[src/rtl/branch_cmp_arbiter_if.sv]
`default_nettype none
// ============================================================================
//  Module      : branch_cmp_arbiter_if
//  Description : Bundle of request / response / comparator signals shared
//                between branch_cmp_arbiter and its requesters.
//                slave  : arbiter side (drives grants, responses, comparator
//                         operands).
//                master : requester / environment side.
//  Ports       : i_req_valid/o_req_ready      per-requester request handshake
//                i_req_rs1/rs2_data, funct3    packed per-requester payload
//                o_rsp_valid/i_rsp_ready      per-requester response handshake
//                o_rsp_less/equal/taken/illegal shared response result
//                o_cmp_* / i_cmp_*             link to the shared comparator
//  Revision    : 1.0 - initial release
// ============================================================================
interface branch_cmp_arbiter_if #(
   parameter int NUM_REQ = 2
) ();
   logic [NUM_REQ-1:0]    i_req_valid;
   logic [NUM_REQ-1:0]    o_req_ready;
   logic [NUM_REQ*32-1:0] i_req_rs1_data;
   logic [NUM_REQ*32-1:0] i_req_rs2_data;
   logic [NUM_REQ*3-1:0]  i_req_funct3;
   logic [NUM_REQ-1:0]    o_rsp_valid;
   logic [NUM_REQ-1:0]    i_rsp_ready;
   logic                  o_rsp_less;
   logic                  o_rsp_equal;
   logic                  o_rsp_taken;
   logic                  o_rsp_illegal;
   logic [31:0]           o_cmp_rs1_data;
   logic [31:0]           o_cmp_rs2_data;
   logic                  o_cmp_br_un;
   logic                  i_cmp_br_less;
   logic                  i_cmp_br_equal;

   modport slave (
      input  i_req_valid, i_req_rs1_data, i_req_rs2_data, i_req_funct3,
      input  i_rsp_ready, i_cmp_br_less, i_cmp_br_equal,
      output o_req_ready, o_rsp_valid, o_rsp_less, o_rsp_equal,
      output o_rsp_taken, o_rsp_illegal,
      output o_cmp_rs1_data, o_cmp_rs2_data, o_cmp_br_un
   );

   modport master (
      output i_req_valid, i_req_rs1_data, i_req_rs2_data, i_req_funct3,
      output i_rsp_ready, i_cmp_br_less, i_cmp_br_equal,
      input  o_req_ready, o_rsp_valid, o_rsp_less, o_rsp_equal,
      input  o_rsp_taken, o_rsp_illegal,
      input  o_cmp_rs1_data, o_cmp_rs2_data, o_cmp_br_un
   );
endinterface
`default_nettype wire

[src/rtl/branch_cmp_arbiter.sv]
`default_nettype none
// ============================================================================
//  Module      : branch_cmp_arbiter
//  Description : Round-robin arbiter sharing one external 32-bit branch
//                comparator among NUM_REQ requesters. One transaction is in
//                flight at a time (IDLE -> CMP -> RESP). RISC-V branch funct3
//                is decoded into the comparator signedness control and a
//                taken / illegal result returned to the winning requester.
//  Ports       : i_clk   - clock
//                i_reset - synchronous active-high reset
//                bus     - branch_cmp_arbiter_if.slave (request, response and
//                          comparator signals)
//  Revision    : 1.0 - initial release
// ============================================================================
module branch_cmp_arbiter #(
   parameter int NUM_REQ = 2
) (
   input  logic                  i_clk,
   input  logic                  i_reset,
   branch_cmp_arbiter_if.slave   bus
);

   localparam int ID_W = $clog2(NUM_REQ);

   localparam logic [1:0] ST_IDLE = 2'd0;
   localparam logic [1:0] ST_CMP  = 2'd1;
   localparam logic [1:0] ST_RESP = 2'd2;

   logic [1:0]      r_state;
   logic [ID_W-1:0] r_rr_ptr;
   logic [ID_W-1:0] r_id;
   logic [31:0]     r_rs1;
   logic [31:0]     r_rs2;
   logic [2:0]      r_funct3;
   logic            r_less;
   logic            r_equal;
   logic            r_taken;
   logic            r_illegal;

   logic [NUM_REQ-1:0][31:0] w_rs1_arr;
   logic [NUM_REQ-1:0][31:0] w_rs2_arr;
   logic [NUM_REQ-1:0][2:0]  w_f3_arr;

   logic [ID_W-1:0] w_winner;
   logic [ID_W-1:0] w_idx;
   logic [ID_W:0]   w_sum;
   logic            w_found;
   logic            w_accept;
   logic            w_rsp_done;
   logic            w_taken;
   logic            w_illegal;

   // Unpack the flat per-requester buses and build the one-hot outputs.
   generate
      for (genvar k = 0; k < NUM_REQ; k++) begin : g_req
         assign w_rs1_arr[k] = bus.i_req_rs1_data[32*k +: 32];
         assign w_rs2_arr[k] = bus.i_req_rs2_data[32*k +: 32];
         assign w_f3_arr[k]  = bus.i_req_funct3[3*k +: 3];
         assign bus.o_req_ready[k] = w_accept && (w_winner == ID_W'(k));
         assign bus.o_rsp_valid[k] = (r_state == ST_RESP) && (r_id == ID_W'(k));
      end
   endgenerate

   // Round-robin search starting just after the last served requester.
   // The running index is kept one bit wider so the wrap is a single
   // conditional subtract instead of a modulo.
   always_comb begin
      w_found  = 1'b0;
      w_winner = '0;
      w_sum    = '0;
      w_idx    = '0;
      for (int off = 1; off <= NUM_REQ; off++) begin
         w_sum = {1'b0, r_rr_ptr} + (ID_W+1)'(off);
         if (w_sum >= (ID_W+1)'(NUM_REQ)) begin
            w_sum = w_sum - (ID_W+1)'(NUM_REQ);
         end
         w_idx = w_sum[ID_W-1:0];
         if (!w_found && bus.i_req_valid[w_idx]) begin
            w_found  = 1'b1;
            w_winner = w_idx;
         end
      end
   end

   // Reset blocks acceptance in the same cycle it is asserted.
   assign w_accept   = (r_state == ST_IDLE) && !i_reset && w_found;
   assign w_rsp_done = (r_state == ST_RESP) && bus.i_rsp_ready[r_id];

   // funct3 decode; 010/011 are flagged illegal but still compared.
   always_comb begin
      w_taken   = 1'b0;
      w_illegal = 1'b0;
      case (r_funct3)
         3'b000:         w_taken   = bus.i_cmp_br_equal;
         3'b001:         w_taken   = !bus.i_cmp_br_equal;
         3'b100, 3'b110: w_taken   = bus.i_cmp_br_less;
         3'b101, 3'b111: w_taken   = !bus.i_cmp_br_less;
         default:        w_illegal = 1'b1;
      endcase
   end

   always_ff @(posedge i_clk) begin
      if (i_reset) begin
         r_state   <= ST_IDLE;
         r_rr_ptr  <= ID_W'(NUM_REQ - 1);
         r_id      <= '0;
         r_rs1     <= '0;
         r_rs2     <= '0;
         r_funct3  <= '0;
         r_less    <= 1'b0;
         r_equal   <= 1'b0;
         r_taken   <= 1'b0;
         r_illegal <= 1'b0;
      end else begin
         case (r_state)
            ST_IDLE: begin
               if (w_accept) begin
                  r_rs1    <= w_rs1_arr[w_winner];
                  r_rs2    <= w_rs2_arr[w_winner];
                  r_funct3 <= w_f3_arr[w_winner];
                  r_id     <= w_winner;
                  r_state  <= ST_CMP;
               end
            end
            ST_CMP: begin
               r_less    <= bus.i_cmp_br_less;
               r_equal   <= bus.i_cmp_br_equal;
               r_taken   <= w_taken;
               r_illegal <= w_illegal;
               r_state   <= ST_RESP;
            end
            ST_RESP: begin
               if (w_rsp_done) begin
                  r_rr_ptr <= r_id;
                  r_state  <= ST_IDLE;
               end
            end
            default: r_state <= ST_IDLE;
         endcase
      end
   end

   assign bus.o_cmp_rs1_data = r_rs1;
   assign bus.o_cmp_rs2_data = r_rs2;
   assign bus.o_cmp_br_un    = r_funct3[1];
   assign bus.o_rsp_less     = r_less;
   assign bus.o_rsp_equal    = r_equal;
   assign bus.o_rsp_taken    = r_taken;
   assign bus.o_rsp_illegal  = r_illegal;

endmodule
`default_nettype wire

[src/flat_wrapper.sv]
// flat-port wrapper written by rule: the top's interface ports become plain ports
module branch_cmp_arbiter_flat 
#(
   parameter int NUM_REQ = 2
)
  (i_clk, i_reset, bus_i_req_valid, bus_i_req_rs1_data, bus_i_req_rs2_data, bus_i_req_funct3, bus_i_rsp_ready, bus_i_cmp_br_less, bus_i_cmp_br_equal, bus_o_req_ready, bus_o_rsp_valid, bus_o_rsp_less, bus_o_rsp_equal, bus_o_rsp_taken, bus_o_rsp_illegal, bus_o_cmp_rs1_data, bus_o_cmp_rs2_data, bus_o_cmp_br_un);
  branch_cmp_arbiter_if #(.NUM_REQ(NUM_REQ)) bus_i ();
  input  logic i_clk;
  input  logic i_reset;
  input wire logic [$bits(bus_i.i_req_valid)-1:0] bus_i_req_valid;
  input wire logic [$bits(bus_i.i_req_rs1_data)-1:0] bus_i_req_rs1_data;
  input wire logic [$bits(bus_i.i_req_rs2_data)-1:0] bus_i_req_rs2_data;
  input wire logic [$bits(bus_i.i_req_funct3)-1:0] bus_i_req_funct3;
  input wire logic [$bits(bus_i.i_rsp_ready)-1:0] bus_i_rsp_ready;
  input wire logic [$bits(bus_i.i_cmp_br_less)-1:0] bus_i_cmp_br_less;
  input wire logic [$bits(bus_i.i_cmp_br_equal)-1:0] bus_i_cmp_br_equal;
  output wire logic [$bits(bus_i.o_req_ready)-1:0] bus_o_req_ready;
  output wire logic [$bits(bus_i.o_rsp_valid)-1:0] bus_o_rsp_valid;
  output wire logic [$bits(bus_i.o_rsp_less)-1:0] bus_o_rsp_less;
  output wire logic [$bits(bus_i.o_rsp_equal)-1:0] bus_o_rsp_equal;
  output wire logic [$bits(bus_i.o_rsp_taken)-1:0] bus_o_rsp_taken;
  output wire logic [$bits(bus_i.o_rsp_illegal)-1:0] bus_o_rsp_illegal;
  output wire logic [$bits(bus_i.o_cmp_rs1_data)-1:0] bus_o_cmp_rs1_data;
  output wire logic [$bits(bus_i.o_cmp_rs2_data)-1:0] bus_o_cmp_rs2_data;
  output wire logic [$bits(bus_i.o_cmp_br_un)-1:0] bus_o_cmp_br_un;
  assign bus_i.i_req_valid = bus_i_req_valid;
  assign bus_i.i_req_rs1_data = bus_i_req_rs1_data;
  assign bus_i.i_req_rs2_data = bus_i_req_rs2_data;
  assign bus_i.i_req_funct3 = bus_i_req_funct3;
  assign bus_i.i_rsp_ready = bus_i_rsp_ready;
  assign bus_i.i_cmp_br_less = bus_i_cmp_br_less;
  assign bus_i.i_cmp_br_equal = bus_i_cmp_br_equal;
  assign bus_o_req_ready = bus_i.o_req_ready;
  assign bus_o_rsp_valid = bus_i.o_rsp_valid;
  assign bus_o_rsp_less = bus_i.o_rsp_less;
  assign bus_o_rsp_equal = bus_i.o_rsp_equal;
  assign bus_o_rsp_taken = bus_i.o_rsp_taken;
  assign bus_o_rsp_illegal = bus_i.o_rsp_illegal;
  assign bus_o_cmp_rs1_data = bus_i.o_cmp_rs1_data;
  assign bus_o_cmp_rs2_data = bus_i.o_cmp_rs2_data;
  assign bus_o_cmp_br_un = bus_i.o_cmp_br_un;
  branch_cmp_arbiter #(.NUM_REQ(NUM_REQ)) u_core (.i_clk(i_clk), .i_reset(i_reset), .bus(bus_i));
endmodule
[config.mk]
export PLATFORM = sky130hd
export DESIGN_NAME = branch_cmp_arbiter_flat
export DESIGN_NICKNAME = d
export VERILOG_FILES = /design/src/rtl/branch_cmp_arbiter_if.sv /design/src/rtl/branch_cmp_arbiter.sv /design/src/flat_wrapper.sv
export SDC_FILE = /design/constraint.sdc
export NUM_CORES = 1
export LEC_CHECK = 0
export ABC_AREA = 1
export BUFFER_PORTS_ARGS = -buffer_cell sky130_fd_sc_hd__buf_2
export CAP_MARGIN = 5
export CORE_ASPECT_RATIO = 1.1
export CORE_MARGIN = 5
export CORE_UTILIZATION = 44
export DETAILED_ROUTE_END_ITERATION = 10
export PLACE_DENSITY_LB_ADDON = 0.08
export SYNTH_ARGS = -nofsm -noshare
export SYNTH_HDL_FRONTEND = slang
export SYNTH_SLANG_ARGS = --single-unit
[constraint.sdc]
create_clock -name i_clk -period 1.5 [get_ports i_clk]
set_input_delay 0.15 -clock i_clk [delete_from_list [all_inputs] [get_ports i_clk]]
set_output_delay 0.15 -clock i_clk [all_outputs]
set_load 0.01 [all_outputs]
# ---- After elaboration in Yosys (flattened, before gate mapping)
# Index checks and enable logic that the tools add are counted.
dict set report classes {
  n_addsub 4
  order_cmp 6
  n_eq_ne 9
  mux 23
  bitwise_logic 2
  reduce_logical 20
}
# cell count
set ops {}
lappend ops {{2-to-1 mux 32 bit} 4}
lappend ops {{2-to-1 mux 1 bit} 13}
lappend ops {{== test 3 bit (second input constant)} 4}
lappend ops {{logical AND 1 bit} 8}
lappend ops {{< comparator 1 x 2 -> 1 bit (second input constant)} 4}
lappend ops {{2-to-1 mux 3 bit} 2}
lappend ops {{one-hot mux 2 bit (3 select lines)} 1}
lappend ops {{AND reduction 2 bit} 3}
lappend ops {{OR reduction 6 bit} 1}
lappend ops {{>= comparator 2 bit (second input constant)} 2}
lappend ops {{logical NOT 1 bit} 4}
lappend ops {{2-to-1 mux 2 bit} 2}
lappend ops {{!= test 2 x 1 -> 1 bit (second input constant)} 2}
lappend ops {{one-hot mux 1 bit (4 select lines)} 1}
lappend ops {{OR reduction 2 bit} 2}
lappend ops {{== test 3 x 1 -> 1 bit (second input constant)} 1}
lappend ops {{logical NOT 3 bit} 1}
lappend ops {{adder 1 x 1 -> 2 bit (second input constant)} 1}
lappend ops {{adder 1 x 2 -> 2 bit (second input constant)} 1}
lappend ops {{== test 2 x 1 -> 1 bit (second input constant)} 1}
lappend ops {{== test 2 bit (second input constant)} 1}
lappend ops {{logical NOT 2 bit} 1}
lappend ops {{NOT 1 bit} 2}
lappend ops {{subtractor 1 bit (second input constant)} 2}
dict set report word_totals {
  register_bits 75
  in_bits 142
  out_inout_bits 73
  wordCells 74
}

# ---- Longest topological paths before layout
# Gate-level depths: netlist of the first run.
dict set report logic_depth {
  ltp_word 12
  ltp_mapped 8
  mapped_depth_nobuf 6
}

# ---- Worst setup path before layout of the first run
# OpenSTA, ideal clock, no wires.
dict set report synth_timing {
  path_kind {flip-flop to flip-flop}
  start {register u_core.r_state[1]}
  end {register u_core.r_rs1[0], in the netlist u_core.bus.o_cmp_rs1_data[0]}
  setup_time_ns 0.070
  arrival_time_ns 1.080
  required_time_ns 1.430
  path_slack_ns 0.350
  stages_incl_launch_ff 8
  n_path_buf 2
  synth_period_minus_slack_ns 1.150
  path_cell_list {dfxtp_1 -> nor2_4 -> nand2_2 -> nor2_4 -> buf_6 -> buf_6 -> nand2_1 -> a21oi_1}
}
dict set report synth_via {
  elab_chain_len 4
}
# item line_no
set synth_lines {}
lappend synth_lines {{start: declaration} branch_cmp_arbiter.sv:29} ;# logic [1:0] r_state;
lappend synth_lines {{start signal: assignment} branch_cmp_arbiter.sv:104} ;# r_state <= ST_IDLE;
lappend synth_lines {{start signal: assignment} branch_cmp_arbiter.sv:122} ;# r_state <= ST_CMP;
lappend synth_lines {{start signal: assignment} branch_cmp_arbiter.sv:130} ;# r_state <= ST_RESP;
lappend synth_lines {{logical NOT 2 bit *} {branch_cmp_arbiter.sv:86, branch_cmp_arbiter.sv:115}}
lappend synth_lines {{logical AND 1 bit (2 in series)} branch_cmp_arbiter.sv:86} ;# assign w_accept = (r_state == ST_IDLE) && !i_reset && w_found;
lappend synth_lines {{AND reduction 2 bit (no source line) *} -}
lappend synth_lines {{end signal: assignment} branch_cmp_arbiter.sv:118} ;# r_rs1 <= w_rs1_arr[w_winner];
lappend synth_lines {{end: declaration} branch_cmp_arbiter.sv:32} ;# logic [31:0] r_rs1;
# Mark *: on every way between the ends. The rest lies on a longest branch, timed or not.
# A chain may end at the register's enable or synchronous reset.

# ---- Worst setup path in the final report of the first run
dict set report layout_timing {
  start {register u_core.r_rr_ptr}
  end {output bus_o_req_ready[1]}
}
dict set report layout_via {
  elab_chain_len 11
  word_cells_on_any_way 20
  cone_classes {add/sub: 4; order compare: 2; mux: 10; reduce/logical: 4}
}
# item line_no
set layout_lines {}
lappend layout_lines {{start: declaration} branch_cmp_arbiter.sv:30} ;# logic [ID_W-1:0] r_rr_ptr;
lappend layout_lines {{start signal: assignment} branch_cmp_arbiter.sv:105} ;# r_rr_ptr <= ID_W'(NUM_REQ - 1);
lappend layout_lines {{start signal: assignment} branch_cmp_arbiter.sv:134} ;# r_rr_ptr <= r_id;
lappend layout_lines {{adder 1 x 1 -> 2 bit} branch_cmp_arbiter.sv:73} ;# w_sum = {1'b0, r_rr_ptr} + (ID_W+1)'(off);
lappend layout_lines {{>= comparator 2 bit / subtractor 1 bit (equally long branches)} {branch_cmp_arbiter.sv:74, branch_cmp_arbiter.sv:75}}
lappend layout_lines {{2-to-1 mux 1 bit} branch_cmp_arbiter.sv:74} ;# if (w_sum >= (ID_W+1)'(NUM_REQ)) begin
lappend layout_lines {{2-to-1 mux 1 bit (not written as such) (2 in series)} branch_cmp_arbiter.sv:78} ;# if (!w_found && bus.i_req_valid[w_idx]) begin
lappend layout_lines {{2-to-1 mux 1 bit} branch_cmp_arbiter.sv:78}
lappend layout_lines {{logical NOT 1 bit} branch_cmp_arbiter.sv:78}
lappend layout_lines {{logical AND 1 bit} branch_cmp_arbiter.sv:78}
lappend layout_lines {{2-to-1 mux 1 bit} branch_cmp_arbiter.sv:78}
lappend layout_lines {{logical AND 1 bit} branch_cmp_arbiter.sv:86}
lappend layout_lines {{logical AND 1 bit *} branch_cmp_arbiter.sv:59} ;# assign bus.o_req_ready[k] = w_accept && (w_winner == ID_W'(k));
lappend layout_lines {{end: declaration} flat_wrapper.sv:17} ;# output wire logic [$bits(bus_i.o_req_ready)-1:0] bus_o_req_ready;
# Mark *: on every way between the ends. The rest lies on a longest branch, timed or not. The select of a mux whose other input is x is not followed.

==> results of run 1 <==
==> cell usage after synthesis, drive strengths merged <==
master | instances | share of area (%)
nand2 | 282 | 29
dfxtp | 75 | 41
a21oi | 74 | 10
nand3 | 69 | 9.4
buf | 30 | 5.3
clkbuf | 14 | 1.4
nor2 | 9 | 1.5
inv | 8 | 0.82
o21ai | 3 | 0.41
nand3b | 1 | 0.55
nand4 | 1 | 0.17
nor3 | 1 | 0.14
o211ai | 1 | 0.20
==> what timing repair did <==
item                                    CTS  global route
pin swaps                                 1             2
resized for setup                         3             8
setup buffers                             1             3
gates cloned                              0             1
endpoints found under the setup margin    2             3
==> sequential cells by signal, indices dropped and copies added, names as in the netlist <==
name	cells
u_core.r_rr_ptr	1
u_core.bus.o_cmp_rs2_data	32
u_core.bus.o_rsp_less	1
u_core.r_funct3	3
u_core.bus.o_cmp_rs1_data	32
u_core.bus.o_rsp_equal	1
u_core.bus.o_rsp_taken	1
u_core.bus.o_rsp_illegal	1
u_core.r_id	1
u_core.r_state	2
==> power by group through the flow <==
stage | combinational, mW | clock (mW) | sequential [mW]
6_report | 1.15 | 1.51 | 2.20
5_1_grt | 1.29 | 1.67 | 2.22
4_1_cts | 1.11 | 1.57 | 2.20
3_5_place_dp | 1.10 | 0 | 2.24
3_3_place_gp | 1.08 | 0 | 2.24
2_1_floorplan | 0.586 | 0 | 2.30
==> kinds of logic after synthesis <==
| family | Yosys count | share of synthesized area (%) |
|---|---|---|
| DFF | 75 | 40.93 |
| AOI/OAI and AO/OA | 78 | 10.71 |
| and+or+nand+nor | 363 | 40.86 |
| buffers and inverters | 52 | 7.504 |
==> worst reg2reg max path: cells and delay by family, from the launching register on <==
kind	cells	cell delay, ns
buf+inv	2	0.30
compound gates	1	0.16
simple gates	4	0.49
flops	1	0.36
==> per-stage QoR <==
stage          TNS (ns)  power (mW)  worst slack, ns  hold slack, ns  instances
6_report              0       4.858          0.08169         0.08896        886
3_3_place_gp          0       3.318           0.1674          0.4267        865
5_1_grt               0       5.169         0.009186         0.08173        886
2_1_floorplan         0       2.882           0.3498          0.2972        568
4_1_cts        -0.01366       4.882         -0.01366         0.07097        882
3_5_place_dp          0       3.342           0.1101          0.4380        865
==> metal layers <==
| metal | share of wire [%] | global-route usage, % |
|---|---|---|
| met4 | 0.99 | 6.018 |
| met2 | 49 | 35.90 |
| met1 | 42 | 26.37 |
| met5 | 0 | 0 |
| met3 | 7.6 | 5.295 |
==> area by class of cell <==
| class | instances | area (µm²) |
|---|---|---|
| Fill cell | 828 | 3168 |
| Multi-Input combinational cell | 441 | 1909 |
| Sequential cell | 75 | 1503 |
| Timing Repair Buffer | 235 | 1334 |
| Clock buffer | 11 | 141.4 |
| Tap cell | 111 | 138.9 |
| Clock inverter | 5 | 52.55 |
| Inverter | 8 | 30.03 |
==> final timing paths <==
path	startpoint	to	slack, ns
worst min register to register	u_core.bus.o_cmp_rs1_data[31]	u_core.bus.o_cmp_rs1_data[31]	0.46
worst max-delay path	u_core.r_rr_ptr	bus_o_req_ready[1]	0.08
worst min-delay path	bus_i_cmp_br_less	u_core.bus.o_rsp_less	0.09
worst max register to register	u_core.r_state[1]	u_core.bus.o_cmp_rs1_data[11]	0.13
==> impl_metrics.py, run 1 <==
metrics = {
    "place": {
        "dp_hpwl_um": 8478,
        "placed_area_mm2": 0.004803,
        "gp_congestion": 0.8672,
        "portBuffers": 214,
    },
    "layout": {
        "postLayoutCoreUtil_pct": 61.72,
        "fin_nets": 912,
        "most-common-layout-cells": "279 x nand2_1, 214 x buf_2, 74 x a21oi_1, 74 x dfxtp_1, 69 x nand3_1",
        "syn2layout_area_growth_pct": 39.26,
        "final_layout_size_suffix_gt1_share_pct": 33.55,
        "n_antenna_cell": 0,
        "final_common_cell": "nand2_1",
        "finalInstanceArea_mm2": 0.005109,
    },
    "clocking": {
        "numCtsBuffers": 9,
        "cts_max_level": 3,
        "path_clk_slew_ns": 0.07,
        "insertion_delay_ns": 0.34,
        "holdBufCountCts": 0,
        "clk_path_buf_depth": 2,
        "cts.sinks": 75,
        "cts_tree": "built",
        "cts-root-buf": "clkbuf_8",
    },
    "timing": {
        "finalCritPeriodShare_pct": 94.55,
        "finalHoldViolCount": 0,
        "setup_violations": 0,
        "tightestPinTransition_ns": 0.7136,
        "rsz0062_at_grt": "no",
        "final_max_slew_viol_count": 0,
        "period_minus_slack_ns": 1.418,
        "fin_skew_ns": 0.01013,
        "max_slew_margin_pct": 52.43,
        "fmax_mhz": 705.1,
    },
    "yosys": {
        "yosys.cell_types.count": 19,
        "synthesis.nets": 710,
        "synth_cells": 568,
        "seq_area_frac_synth_pct": 40.93,
        "ys_ff_latch": 75,
        "mappedNetlistArea_mm2": 0.003669,
        "postSynthAreaPerCell_um2": 6.459,
        "yosys_warnings": 0,
    },
    "detailed_routing": {
        "wl_per_cell_um": 12.78,
        "drtIter0Drc": 211,
        "drtAntennaViolNets": 0,
        "dr_total_vias": 4281,
        "dr.pass1.iters": 5,
        "drc": 0,
        "wirelength_um": 11320,
        "viasPerCell": 4.832,
    },
    "pwr": {
        "clkPwrFrac_pct": 31.2,
        "combPwrFrac_pct": 23.6,
        "p_sw_share_pct": 29.17,
        "seqPwrFrac_pct": 45.3,
        "powerDensity_mw_per_mm2": 950.9,
        "p_switching_mw": 1.417,
        "leakagePower_nw": 2.703,
        "ir_drop_v": 0.0004269,
        "p_int_mw": 3.441,
    },
    "global_routing": {
        "grt_overflow_total": 0,
        "grt_max_degree": 73,
        "grt_first_pass_wirelength_um": 18270,
        "antenna_found_initial": 0,
        "grt_pass1_vias": 4014,
        "grt_usage_pct": 21.09,
    },
    "die": {
        "initial_utilization_pct": 44.32,
        "coreArea_mm2": 0.008277,
        "io_pins": 215,
        "dieArea_mm2": 0.01027,
        "rows": 35,
        "die_w_um": 97.06,
        "die_h_um": 105.8,
    },
    "setup_path": {
        "cp_num_cells": 5,
        "crit_path_top_delay_cell": "dfxtp_2",
        "cp-end-kind": "output pin",
        "critPathTopFamily": "flip-flops",
        "startpoint_type": "flip-flop",
        "cp.arrival_ns": 1.27,
        "timing.critical_path.mode_cell": "nand2_4",
        "path_buf_inv": 2,
        "cpPeakStageDelay_ns": 0.34,
        "worstPathMaxFanout": 15,
        "path_cells": "nand2_4, nand2_4, buf_12, nor2_4, buf_2",
        "critPathRequiredTime_ns": 1.35,
        "crit_type": "reg2out",
        "reg2regPathDepth": 7,
    },
    "job": {
        "max_cap_violations": 0,
    },
    "hold_path": {
        "hold_class": "in2reg",
        "worst_hold_path.num_cells": 3,
    },
    "outcome": {
        "outcome": "completed",
    },
}
(Power assumes the default switching activity.)
==> inputs of run 2 (changes only) <==
RECOVER_POWER = 100   (was not set)
==> run 2 against run 1 <==
Compared with the run above: sequential share of layout area increased by 0.54 points; utilization decreased by 1.1 points; final area decreased by 1.8%; total power decreased by 0.43%; via count increased by 0.35%; fmax decreased by 0.53%; critical path depth unchanged; sequential power about the same; die area unchanged; worst hold slack got worse by 0.00077 ns; worst setup slack got worse by 0.0075 ns; routed wire length increased by 1.2%; highest routed layer unchanged.
==> impl_metrics.py, run 2 (synthesized netlist as in run 1, its figures left out) <==
metrics = {
    "setup_path": {
        "cp-end-kind": "output pin",
        "rr_startpoint": "u_core.r_state[1]",
        "worstPathMaxFanout": 15,
        "startpoint_type": "flip-flop",
        "reg2regPathDepth": 7,
        "worstSetupStartpoint": "u_core.r_rr_ptr",
        "critPathRequiredTime_ns": 1.35,
        "crit_type": "reg2out",
        "cpPeakStageDelay_ns": 0.34,
        "worstReg2RegEnd": "u_core.bus.o_cmp_rs1_data[2]",
        "crit_path_end": "bus_o_req_ready[1]",
        "crit_path_top_delay_cell": "dfxtp_2",
        "rrSetupSlack_ns": 0.12,
        "cp.arrival_ns": 1.28,
        "path_cells": "nand2_4, nand2_4, buf_12, nor2_4, clkbuf_2",
        "timing.critical_path.mode_cell": "nand2_4",
    },
    "layout": {
        "nFillCells": 854,
        "finalInstanceArea_mm2": 0.005016,
        "n_antenna_cell": 0,
        "most-common-layout-cells": "279 x nand2_1, 141 x buf_2, 74 x a21oi_1, 74 x dfxtp_1, 73 x clkbuf_1",
        "final_layout_size_suffix_gt1_share_pct": 24.26,
        "multi_input_comb_area_mm2": 0.001909,
        "regArea_mm2": 0.001503,
        "final_common_cell": "nand2_1",
        "fin_nets": 912,
        "fin_cells": 886,
        "syn2layout_area_growth_pct": 36.73,
    },
    "global_routing": {
        "grtUsageMet2_pct": 35.90,
        "grt_first_pass_wirelength_um": 18270,
        "grtUsageMet1_pct": 26.37,
        "grt_max_degree": 73,
        "grt_overflow_total": 0,
        "met3_usage_pct": 5.295,
        "grt_pass1_vias": 4014,
        "antenna_found_initial": 0,
        "grt_usage_pct": 21.09,
        "grt.busiest_layer": "met2",
    },
    "timing": {
        "rsz0062_at_grt": "no",
        "finalCritPeriodShare_pct": 95.06,
        "max_slew_margin_pct": 52.00,
        "fmax_mhz": 701.3,
        "finalHoldViolCount": 0,
        "period_minus_slack_ns": 1.426,
        "fin_skew_ns": 0.008337,
        "final_max_slew_viol_count": 0,
        "fin_setup_tns_ns": 0,
        "setup_violations": 0,
        "tightestPinTransition_ns": 0.7200,
    },
    "die": {
        "rows": 35,
        "initial_utilization_pct": 44.32,
        "io_pins": 215,
        "die_w_um": 97.06,
        "die_h_um": 105.8,
        "dieArea_mm2": 0.01027,
        "coreArea_mm2": 0.008277,
    },
    "detailed_routing": {
        "wl_per_cell_um": 12.93,
        "wirelength_um": 11450,
        "dr.pass1.iters": 5,
        "drtIter0Drc": 197,
        "drc": 0,
        "viasPerCell": 4.849,
        "drtAntennaViolNets": 0,
        "dr_total_vias": 4296,
    },
    "place": {
        "gp_congestion": 0.8672,
        "placedCellCount": 865,
        "portBuffers": 214,
        "dp_hpwl_um": 8478,
        "placed_area_mm2": 0.004803,
    },
    "pwr": {
        "leakagePower_nw": 2.404,
        "seqPwrFrac_pct": 45.5,
        "ir_drop_v": 0.0004266,
        "p_sw_share_pct": 29.60,
        "p_switching_mw": 1.432,
        "clkPwrFrac_pct": 31.4,
        "combPwrFrac_pct": 23.1,
        "powerDensity_mw_per_mm2": 964.3,
        "p_int_mw": 3.405,
    },
    "clocking": {
        "clk_path_buf_depth": 2,
        "holdBufCountCts": 0,
        "cts_tree": "built",
        "numCtsBuffers": 9,
        "cts_max_level": 3,
        "cts-root-buf": "clkbuf_8",
        "cts.sinks": 75,
        "path_clk_slew_ns": 0.08,
        "insertion_delay_ns": 0.34,
    },
    "outcome": {
        "outcome": "completed",
    },
    "hold_path": {
        "hold_class": "in2reg",
    },
    "job": {
        "max_cap_violations": 0,
    },
}
==> run 2: cell types whose count changed in the layout (fill, tap and decap cells not counted), sizes merged <==
cell / delta
buf: -75
clkbuf: +75
==> run 2: timing repair <==
action,4_1_cts,5_1_grt
cloned,0,1
resized for setup,3,8
pin swaps,1,2
buffers inserted,1,3
setup endpoints to repair,2,3
==> run 2: through the flow <==
stage / util, % / setup WS (ns) / hold WS (ns) / power (mW)
5_1_grt: 60.60 / 0.003439 / 0.08173 / 5.138
3_5_place_dp: 58.03 / 0.1101 / 0.4380 / 3.342
6_report: 60.60 / 0.07416 / 0.08819 / 4.837
2_1_floorplan: - / 0.3498 / 0.2972 / 2.882
3_3_place_gp: 58.03 / 0.1674 / 0.4267 / 3.318
4_1_cts: 60.59 / -0.01366 / 0.07097 / 4.882
==> run 2: per-layer routing <==
layer | vias up | routed length, µm
met5 | - | 0
met4 | 0 | 127
met3 | 13 | 826
met2 | 145 | 5482
met1 | 1917 | 5016
li1 | 2221 | -
==> run 2: final cells by class <==
cell class                 instances  share of cell area (%)
multi-input combinational        441                   38.06
inverter                           8                  0.5987
clock inverter                     5                   1.048
clock buffer                      11                   2.819
tap                              111                   2.769
timing repair buffer             235                   24.74
sequential                        75                   29.96
==> run 2: power groups by stage <==
stage / clock, mW / combinational (mW) / sequential (mW)
3_5_place_dp: 0 / 1.10 / 2.24
4_1_cts: 1.57 / 1.11 / 2.20
2_1_floorplan: 0 / 0.586 / 2.30
5_1_grt: 1.67 / 1.25 / 2.22
3_3_place_gp: 0 / 1.08 / 2.24
6_report: 1.52 / 1.12 / 2.20
==> run 2: critical path: cells and delay by family (launching register included) <==
kind	cells	cell delay, ns
simple gates	3	0.29
flops	1	0.34
buf+inv	2	0.31
==> run 2: worst min-delay path by stage <==
stage                     depth (start not counted)          startpoint                      to  slack [ns]
after global routing                              3  bus_i_cmp_br_equal  u_core.bus.o_rsp_equal        0.08
after detailed placement                          3   bus_i_cmp_br_less   u_core.bus.o_rsp_less        0.44
final                                             3  bus_i_cmp_br_equal  u_core.bus.o_rsp_equal        0.09
after CTS                                         3  bus_i_cmp_br_equal  u_core.bus.o_rsp_equal        0.07
after global placement                            3   bus_i_cmp_br_less   u_core.bus.o_rsp_less        0.43
after floorplan                                   2  bus_i_cmp_br_equal  u_core.bus.o_rsp_equal        0.30
